--- src/rtl/neander_pkg.sv ---
// Shared definitions for the Neander SPI memory bridge: FSM states, SPI SRAM
// command bytes and frame geometry.
package neander_pkg;

  typedef enum logic [1:0] {
    ST_IDLE  = 2'b00,
    ST_SHIFT = 2'b01,
    ST_DONE  = 2'b10
  } bridge_state_t;

  localparam logic [7:0] SPI_CMD_READ  = 8'h03;
  localparam logic [7:0] SPI_CMD_WRITE = 8'h02;
  localparam int         FRAME_BITS    = 32;
  localparam int         RX_FIRST_BIT  = FRAME_BITS - 8;

  // Complete outgoing frame: command, 16-bit address, data (zero on reads).
  function automatic logic [FRAME_BITS-1:0] build_frame(input logic       is_read,
                                                        input logic [7:0] addr,
                                                        input logic [7:0] wdata);
    return {is_read ? SPI_CMD_READ : SPI_CMD_WRITE, 8'h00, addr,
            is_read ? 8'h00 : wdata};
  endfunction

endpackage

--- src/rtl/neander_spi_shifter.sv ---
// SPI mode-0 frame engine: SCK divider, bit counter, transmit/receive shift
// registers. Runs only while 'active' is high; 'load' arms a new frame.
module neander_spi_shifter
  import neander_pkg::*;
#(
  parameter int SCK_HALF = 1
) (
  input  logic                  clk,
  input  logic                  reset,
  input  logic                  load,
  input  logic [FRAME_BITS-1:0] frame,
  input  logic                  active,
  input  logic                  spi_miso,
  output logic                  spi_sck,
  output logic                  spi_mosi,
  output logic                  frame_done,
  output logic [7:0]            rx_byte
);

  localparam logic [3:0] HALF_LAST = 4'(SCK_HALF - 1);
  localparam logic [5:0] BIT_LAST  = 6'(FRAME_BITS - 1);
  localparam logic [5:0] BIT_RX    = 6'(RX_FIRST_BIT);

  logic [FRAME_BITS-1:0] tx_reg;
  logic [6:0]            rx_reg;
  logic [5:0]            bit_reg;
  logic [3:0]            div_reg;
  logic                  phase_reg;
  logic                  half_end;
  logic                  bit_end;

  assign half_end   = active && (div_reg == HALF_LAST);
  assign bit_end    = half_end && phase_reg;
  assign frame_done = bit_end && (bit_reg == BIT_LAST);
  assign rx_byte    = {rx_reg, spi_miso};
  assign spi_sck    = active && phase_reg;
  assign spi_mosi   = active && tx_reg[FRAME_BITS-1];

  always_ff @(posedge clk) begin
    if (reset) begin
      tx_reg    <= '0;
      rx_reg    <= '0;
      bit_reg   <= '0;
      div_reg   <= '0;
      phase_reg <= 1'b0;
    end else if (load) begin
      tx_reg    <= frame;
      rx_reg    <= '0;
      bit_reg   <= '0;
      div_reg   <= '0;
      phase_reg <= 1'b0;
    end else if (active) begin
      if (half_end) begin
        div_reg   <= '0;
        phase_reg <= ~phase_reg;
        // MOSI advances and MISO is captured as the high half closes.
        if (phase_reg) begin
          tx_reg  <= {tx_reg[FRAME_BITS-2:0], 1'b0};
          bit_reg <= bit_reg + 6'd1;
          if (bit_reg >= BIT_RX) begin
            rx_reg <= rx_byte[6:0];
          end
        end
      end else begin
        div_reg <= div_reg + 4'd1;
      end
    end
  end

endmodule

--- src/rtl/neander_spi_mem_bridge.sv ---
// Bridges Neander CPU memory requests to an external SPI SRAM using one
// 32-bit read/write frame per access; control FSM lives here.
module neander_spi_mem_bridge
  import neander_pkg::*;
#(
  parameter int SCK_HALF = 1
) (
  input  logic       clk,
  input  logic       reset,
  input  logic       req_read,
  input  logic       req_write,
  input  logic [7:0] addr,
  input  logic [7:0] wdata,
  output logic [7:0] rdata,
  output logic       ready,
  output logic       busy,
  output logic       spi_cs_n,
  output logic       spi_sck,
  output logic       spi_mosi,
  input  logic       spi_miso
);

  bridge_state_t state_reg;
  bridge_state_t state_next;
  logic          is_read_reg;
  logic [7:0]    rdata_reg;
  logic          start;
  logic          active;
  logic          frame_done;
  logic [7:0]    rx_byte;

  // addr/wdata are captured into the shifter's frame register at start.
  assign start  = (state_reg == ST_IDLE) && (req_read || req_write);
  assign active = (state_reg == ST_SHIFT);

  neander_spi_shifter #(
    .SCK_HALF(SCK_HALF)
  ) u_shifter (
    .clk       (clk),
    .reset     (reset),
    .load      (start),
    .frame     (build_frame(req_read, addr, wdata)),
    .active    (active),
    .spi_miso  (spi_miso),
    .spi_sck   (spi_sck),
    .spi_mosi  (spi_mosi),
    .frame_done(frame_done),
    .rx_byte   (rx_byte)
  );

  always_comb begin
    state_next = state_reg;
    case (state_reg)
      ST_IDLE:  if (req_read || req_write) state_next = ST_SHIFT;
      ST_SHIFT: if (frame_done) state_next = ST_DONE;
      ST_DONE:  state_next = ST_IDLE;
      default:  state_next = ST_IDLE;
    endcase
  end

  always_ff @(posedge clk) begin
    if (reset) begin
      state_reg   <= ST_IDLE;
      is_read_reg <= 1'b0;
      rdata_reg   <= 8'h00;
    end else begin
      state_reg <= state_next;
      if (start) begin
        is_read_reg <= req_read;
      end
      if (active && frame_done && is_read_reg) begin
        rdata_reg <= rx_byte;
      end
    end
  end

  assign rdata    = rdata_reg;
  assign ready    = (state_reg == ST_DONE);
  assign busy     = (state_reg != ST_IDLE);
  assign spi_cs_n = ~active;

endmodule

--- config.mk ---
export PLATFORM = sky130hd
export DESIGN_NAME = neander_spi_mem_bridge
export DESIGN_NICKNAME = d
export VERILOG_FILES = /design/src/rtl/neander_pkg.sv /design/src/rtl/neander_spi_shifter.sv /design/src/rtl/neander_spi_mem_bridge.sv
export SDC_FILE = /design/constraint.sdc
export NUM_CORES = 1
export LEC_CHECK = 0
export ABC_AREA = 0
export CORE_ASPECT_RATIO = 1.5
export CORE_UTILIZATION = 50
export CTS_BUF_LIST = sky130_fd_sc_hd__clkbuf_16
export CTS_CLUSTER_SIZE = 40
export DETAILED_ROUTE_END_ITERATION = 8
export PLACE_DENSITY = 0.83
export SLEW_MARGIN = 20
export SYNTH_ARGS = -nofsm -noshare
export SYNTH_HDL_FRONTEND = slang
export SYNTH_SLANG_ARGS = --single-unit
--- constraint.sdc ---
create_clock -name clk -period 3.4 [get_ports clk]
set_clock_uncertainty 0.2 [all_clocks]
set_input_delay 0.85 -clock clk [delete_from_list [all_inputs] [get_ports clk]]
set_output_delay 0.85 -clock clk [all_outputs]
set_load 0.1 [all_outputs]
# Word level (Yosys, flattened, before mapping)
# Index checks and enable logic that the tools add are counted.
# word_totals
in_bits	21
regBits	61
out_inout_bits	13
# classes
n_bitwise	2
add_sub_neg	2
n_eq_ne	5
reduce_logical	21
muxes	10
order_cmp	1
# ops
operator	n
2-to-1 mux 32 bit	4
logical AND 1 bit	8
2-to-1 mux 8 bit	1
nonzero test 2 bit	4
adder 6 x 1 -> 6 bit, second input constant	1
equality test 6 x 5 -> 1 bit, second input constant	1
greater-or-equal comparator 6 x 5 -> 1 bit, second input constant	1
AND reduction 3 bit	2
adder 4 x 1 -> 4 bit, second input constant	1
zero test 4 bit	1
2-to-1 mux 2 bit	2
2-to-1 mux 4 bit	1
!= test 2 x 1 -> 1 bit, second input constant	2
case mux 2 bit (2 select lines)	1
AND reduction 2 bit	2
AND reduction 4 bit	1
equality test 2 x 1 -> 1 bit, second input constant	1
equality test 2 bit, second input constant	1
zero test 2 bit	1
inverter 1 bit	2
OR reduction 2 bit	1
logical OR 1 bit	1
2-to-1 mux 1 bit	1

# Longest topological paths before layout
# depth
word_depth	6
depth_mapped	7
mapped_depth_nobuf	5

# Modules after synthesis
# Synthesis repeated with hierarchy kept, for this count alone.
# unflattened
hier_cells	340
area_unflattened_um2	3059.2
# by_module_without_submodules
mod	cells_per_inst	seq_area_each_um2	instances	area_each_um2
neander_spi_shifter	277	1001.0	1	2481.1
neander_spi_mem_bridge	63	220.2	1	578.1

# Least setup slack after synthesis
# Ideal clock, no wire load.
# synth_path
path_type	reg2out
startpoint	register state_reg[0]
endpoint	output port spi_mosi
arrival_ns	2.616
path_stages_with_launch	4
setup_slack_ns	-0.266
cell_sequence	dfxtp_1 nand2b_1 clkbuf_1 nor2_1
# synth_via
elab_chain_len	2
# synth_lines
element	line_no	source
start: declaration	neander_spi_mem_bridge.sv:23	bridge_state_t state_reg;
start signal: assignment	neander_spi_mem_bridge.sv:67	state_reg <= state_next;
equality test 2 x 1 -> 1 bit	neander_spi_mem_bridge.sv:34	assign active = (state_reg == ST_SHIFT);
logical AND 1 bit	neander_spi_shifter.sv:37	assign spi_mosi = active && tx_reg[FRAME_BITS-1];
end: declaration	neander_spi_mem_bridge.sv:19	output logic spi_mosi,
# No other way between the ends.

# Final worst setup path
# Ends and elaborated chain as after synthesis.

==> results.txt <==
----------------------------------------------------
[Critical path]
  Crit. End Element ... primary output
  Startpoint kind of the worst setup timing path ... register
  Setup CP Type ... reg2out
  Maximum single-stage delay on the critical path ... 500 ps
  Worst-path fanout max ... 13
  Crit path DAT ... 1660 ps
  Library cell contributing the largest single delay on the critical path ... dfxtp_1
  Required time worst endpoint ... 2350 ps
  Critical path cell sequence ... nand2b_1, nor2_2, buf_4

[Worst hold path]
  Path type of the worst min-delay path ... reg2reg

[Power]
  Logic gate share of total power ... 0.085
  Total power density per cell area ... 499 mW/mm^2
  Tot Pwr ... 1.75 mW
  Fraction of power spent switching nets ... 0.235
  Internal Pwr Total ... 1.34 mW
  Maximum vdd ir drop ... 0.285 mV
  Total net switching power ... 411 uW
  Seq pwr share ... 0.425
  Part of the power in the clock network ... 0.491
  Leakage power ... 1.13 nW

[Clocking]
  Post-CTS sizing ... 0
  Count of H-tree levels built during CTS ... 3
  Clk sink count ... 61
  Hold-fix buffers at CTS ... 0
  Clk Tree Root Cell ... clkbuf_16
  Clock-pin slew on the worst setup and hold paths ... 50 ps
  Post-CTS setup buffers ... 0
  Skew-Pair Late Insertion Delay ... 320 ps
  CTS buffer count ... 9
  Buffer depth of the longest clock path ... 2
  Clock tree from TritonCTS ... done

[Cells and area]
  Count of nets after finishing ... 378
  Most used cells in the layout excluding fill and tap cells ... 61 x dfxtp_1, 41 x nand3_1, 27 x a21oi_1
  Max reg flops ... 32
  Number of inserted filler cells in the final layout ... 446
  Final core area utilization ... 0.638
  Share of layout cells above drive strength 1 ... 0.143
  Diodes inserted ... 0
  Final standard cell count with taps included and fillers excluded ... 427
  Leading cell type in the layout, fill and taps excluded ... dfxtp_1
  Syn-to-layout area delta ... 22.5%

[Detailed routing]
  Post-detailed-route wirelength per cell ... 15.5 microns
  Antenna violation net count after detailed routing ... 0
  Via total after detailed routing ... 2617
  Via density ... 6.13
  Initial DRT Pass Iterations ... 4
  Total wire length after detailed routing ... 6640 microns
  First DRT Iteration DRCs ... 265
  # DRC ... 0

[Timing]
  Clock period minus worst slack ... 2710 ps
  Final hold slack ... 258 ps
  Tightest slew margin relative to the limit ... 0.404
  Highest Clock Rate ... 369 MHz
  Setup TNS after final layout ... 0 ps
  Count of pins over their slew limit ... 0
  RSZ-0062 raised after global routing ... no
  Slew at the pin with the worst max-slew slack ... 893 ps
  Final hold violation count ... 0
  Finish-stage setup viols ... 0
  Post-route fraction of the period consumed by the critical path ... 0.796

[Global routing]
  Most crowded layer after global routing ... met2
  GR met3 Demand/Resource ... 0.0350
  Gr ovfl total ... 0
  Initial antenna violation count ... 0
  Pin count of the biggest net entering global routing ... 37
  GR Util met1 ... 0.273
  Global-route track usage on met2 ... 0.401
  Vias in the first global route ... 2528
  Wire length of the first global-routing pass ... 11200 microns
  Global-route usage over all layers ... 0.234

[Logic synthesis]
  Register bit total from synthesis ... 61
  Count of unique library cells instantiated by Yosys ... 45
  Post-synth ARST share ... 0
  Primary FF master, synth ... dfxtp_1
  Share of synthesized cell area in full adder, half adder and majority cells ... 0.0175
  Xor/xnor share of the synthesized area ... 0
  Post-synthesis compound-gate area fraction ... 0.237
  Multiplexer share of the synthesized area ... 0.0595
  Average footprint of a synthesized cell ... 8.72 sq um
  Fraction of the mapped netlist area in simple logic gates ... 0.202
  Nets in the synthesized netlist ... 353
  Combinational family with the most area after synthesis ... compound AO/OA/AOI/OAI gates
  Yosys warns ... 0
  Sequential-to-total area share from yosys stat ... 0.427
  Synthesized instance count ... 328
  EDFF count, synth ... 0
  Area of the mapped netlist ... 0.00286 sq mm

[Floorplanning]
  Number of placement rows ... 33
  Number of top-level pins ... 34
  Die footprint ... 0.00604 sq mm
  Die extent in y ... 94.7 microns
  Core region area ... 0.00549 sq mm
  Starting density of the core ... 0.521
  Floorplan die width ... 63.8 microns

[Status]
  Status ... complete, no violations

[Placed design]
  PortBufs ... 33
  Global placement routability congestion ... 0.836
  HPWL after DPL ... 4140 microns
  Placed Cells ... 412

[Flow run]
  # Max-Cap Violations ... 0

----------------------------------------------------
## critical path: cells and delay by family (launching register included)
family | cells | cell delay (ps)
DFF | 1 | 500
and+or+nand+nor | 2 | 530
buffers and inverters | 1 | 300
## cell usage after synthesis (2+ instances only)
library cell   n  area [sq um]
nor2b_1        9          56.3
or4_1          2          15.0
o31ai_1        3          22.5
nor2_1         5          18.8
o2111ai_1      7          61.3
ha_1           4          50.1
o221ai_1      10          87.6
nor3_1         3          15.0
nand2_1       21          78.8
buf_1          4          15.0
clkbuf_1      21          78.8
dfxtp_1       61          1220
a31oi_1        7          43.8
buf_2          3          15.0
a21oi_1       27           135
a21oi_2        2          17.5
o211ai_1      17           128
nor4_1         2          12.5
mux2i_1       17           170
nand3_1       41           205
a2111oi_0      3          26.3
or3_1          3          18.8
or4_4          2          22.5
inv_1          9          33.8
o21ai_0       25           125
## kinds of logic (layout without fill, tap and decap cells)
family | Yosys count | after routing
simple gates | 101 | 101
mux | 17 | 17
compound gates | 105 | 105
flops | 61 | 61
buf+inv | 40 | 69
fa+ha+maj | 4 | 4
## per-stage QoR
| step | setup WS, ps | instance area (sq um) |
|---|---|---|
| detailed placement | 727 | 3220 |
| global route | 628 | 3500 |
| finish | 692 | 3500 |
| CTS | 699 | 3500 |
| global placement | 780 | 3220 |
| floorplan | 190 | 2860 |
## area by class of cell
class | instances | area [sq um] | share of cell area
flip-flops and latches | 61 | 1220 | 0.348
well taps | 70 | 87.6 | 0.0250
repair buffers | 43 | 385 | 0.110
clock inverters | 6 | 55.1 | 0.0157
multi-input cells | 227 | 1490 | 0.425
inverters | 11 | 41.3 | 0.0118
clock buffers | 9 | 225 | 0.0643
## power by group through the flow
stage | Clock (mW) | Sequential [mW] | Combinational (mW)
after global routing | 0.903 | 0.744 | 0.159
after detailed placement | 0 | 0.757 | 0.146
after CTS | 0.872 | 0.743 | 0.147
final | 0.859 | 0.743 | 0.148
after global placement | 0 | 0.756 | 0.144
after floorplan | 0 | 0.754 | 0.0945
## path summary, 6_finish.rpt
kind	startpoint	to	slack [ps]	cells after the start
worst max-delay path	state_reg[0]	spi_mosi	690	3
worst min-delay path	u_shifter.rx_reg[4]	rdata[5]	260	2
worst max register to register	u_shifter.div_reg[0]	u_shifter.rx_reg[2]	1010	5
worst min register to register	u_shifter.rx_reg[4]	rdata[5]	260	2
## layer usage
| metal | share of wire | wire length, microns | vias up |
|---|---|---|---|
| met5 | 0 | 0 | - |
| met4 | 0.030 | 196 | 0 |
| met3 | 0.040 | 265 | 18 |
| met2 | 0.49 | 3250 | 81 |
| met1 | 0.44 | 2920 | 1236 |
| li1 | - | - | 1282 |
Power figures use the tool's default switching activity.
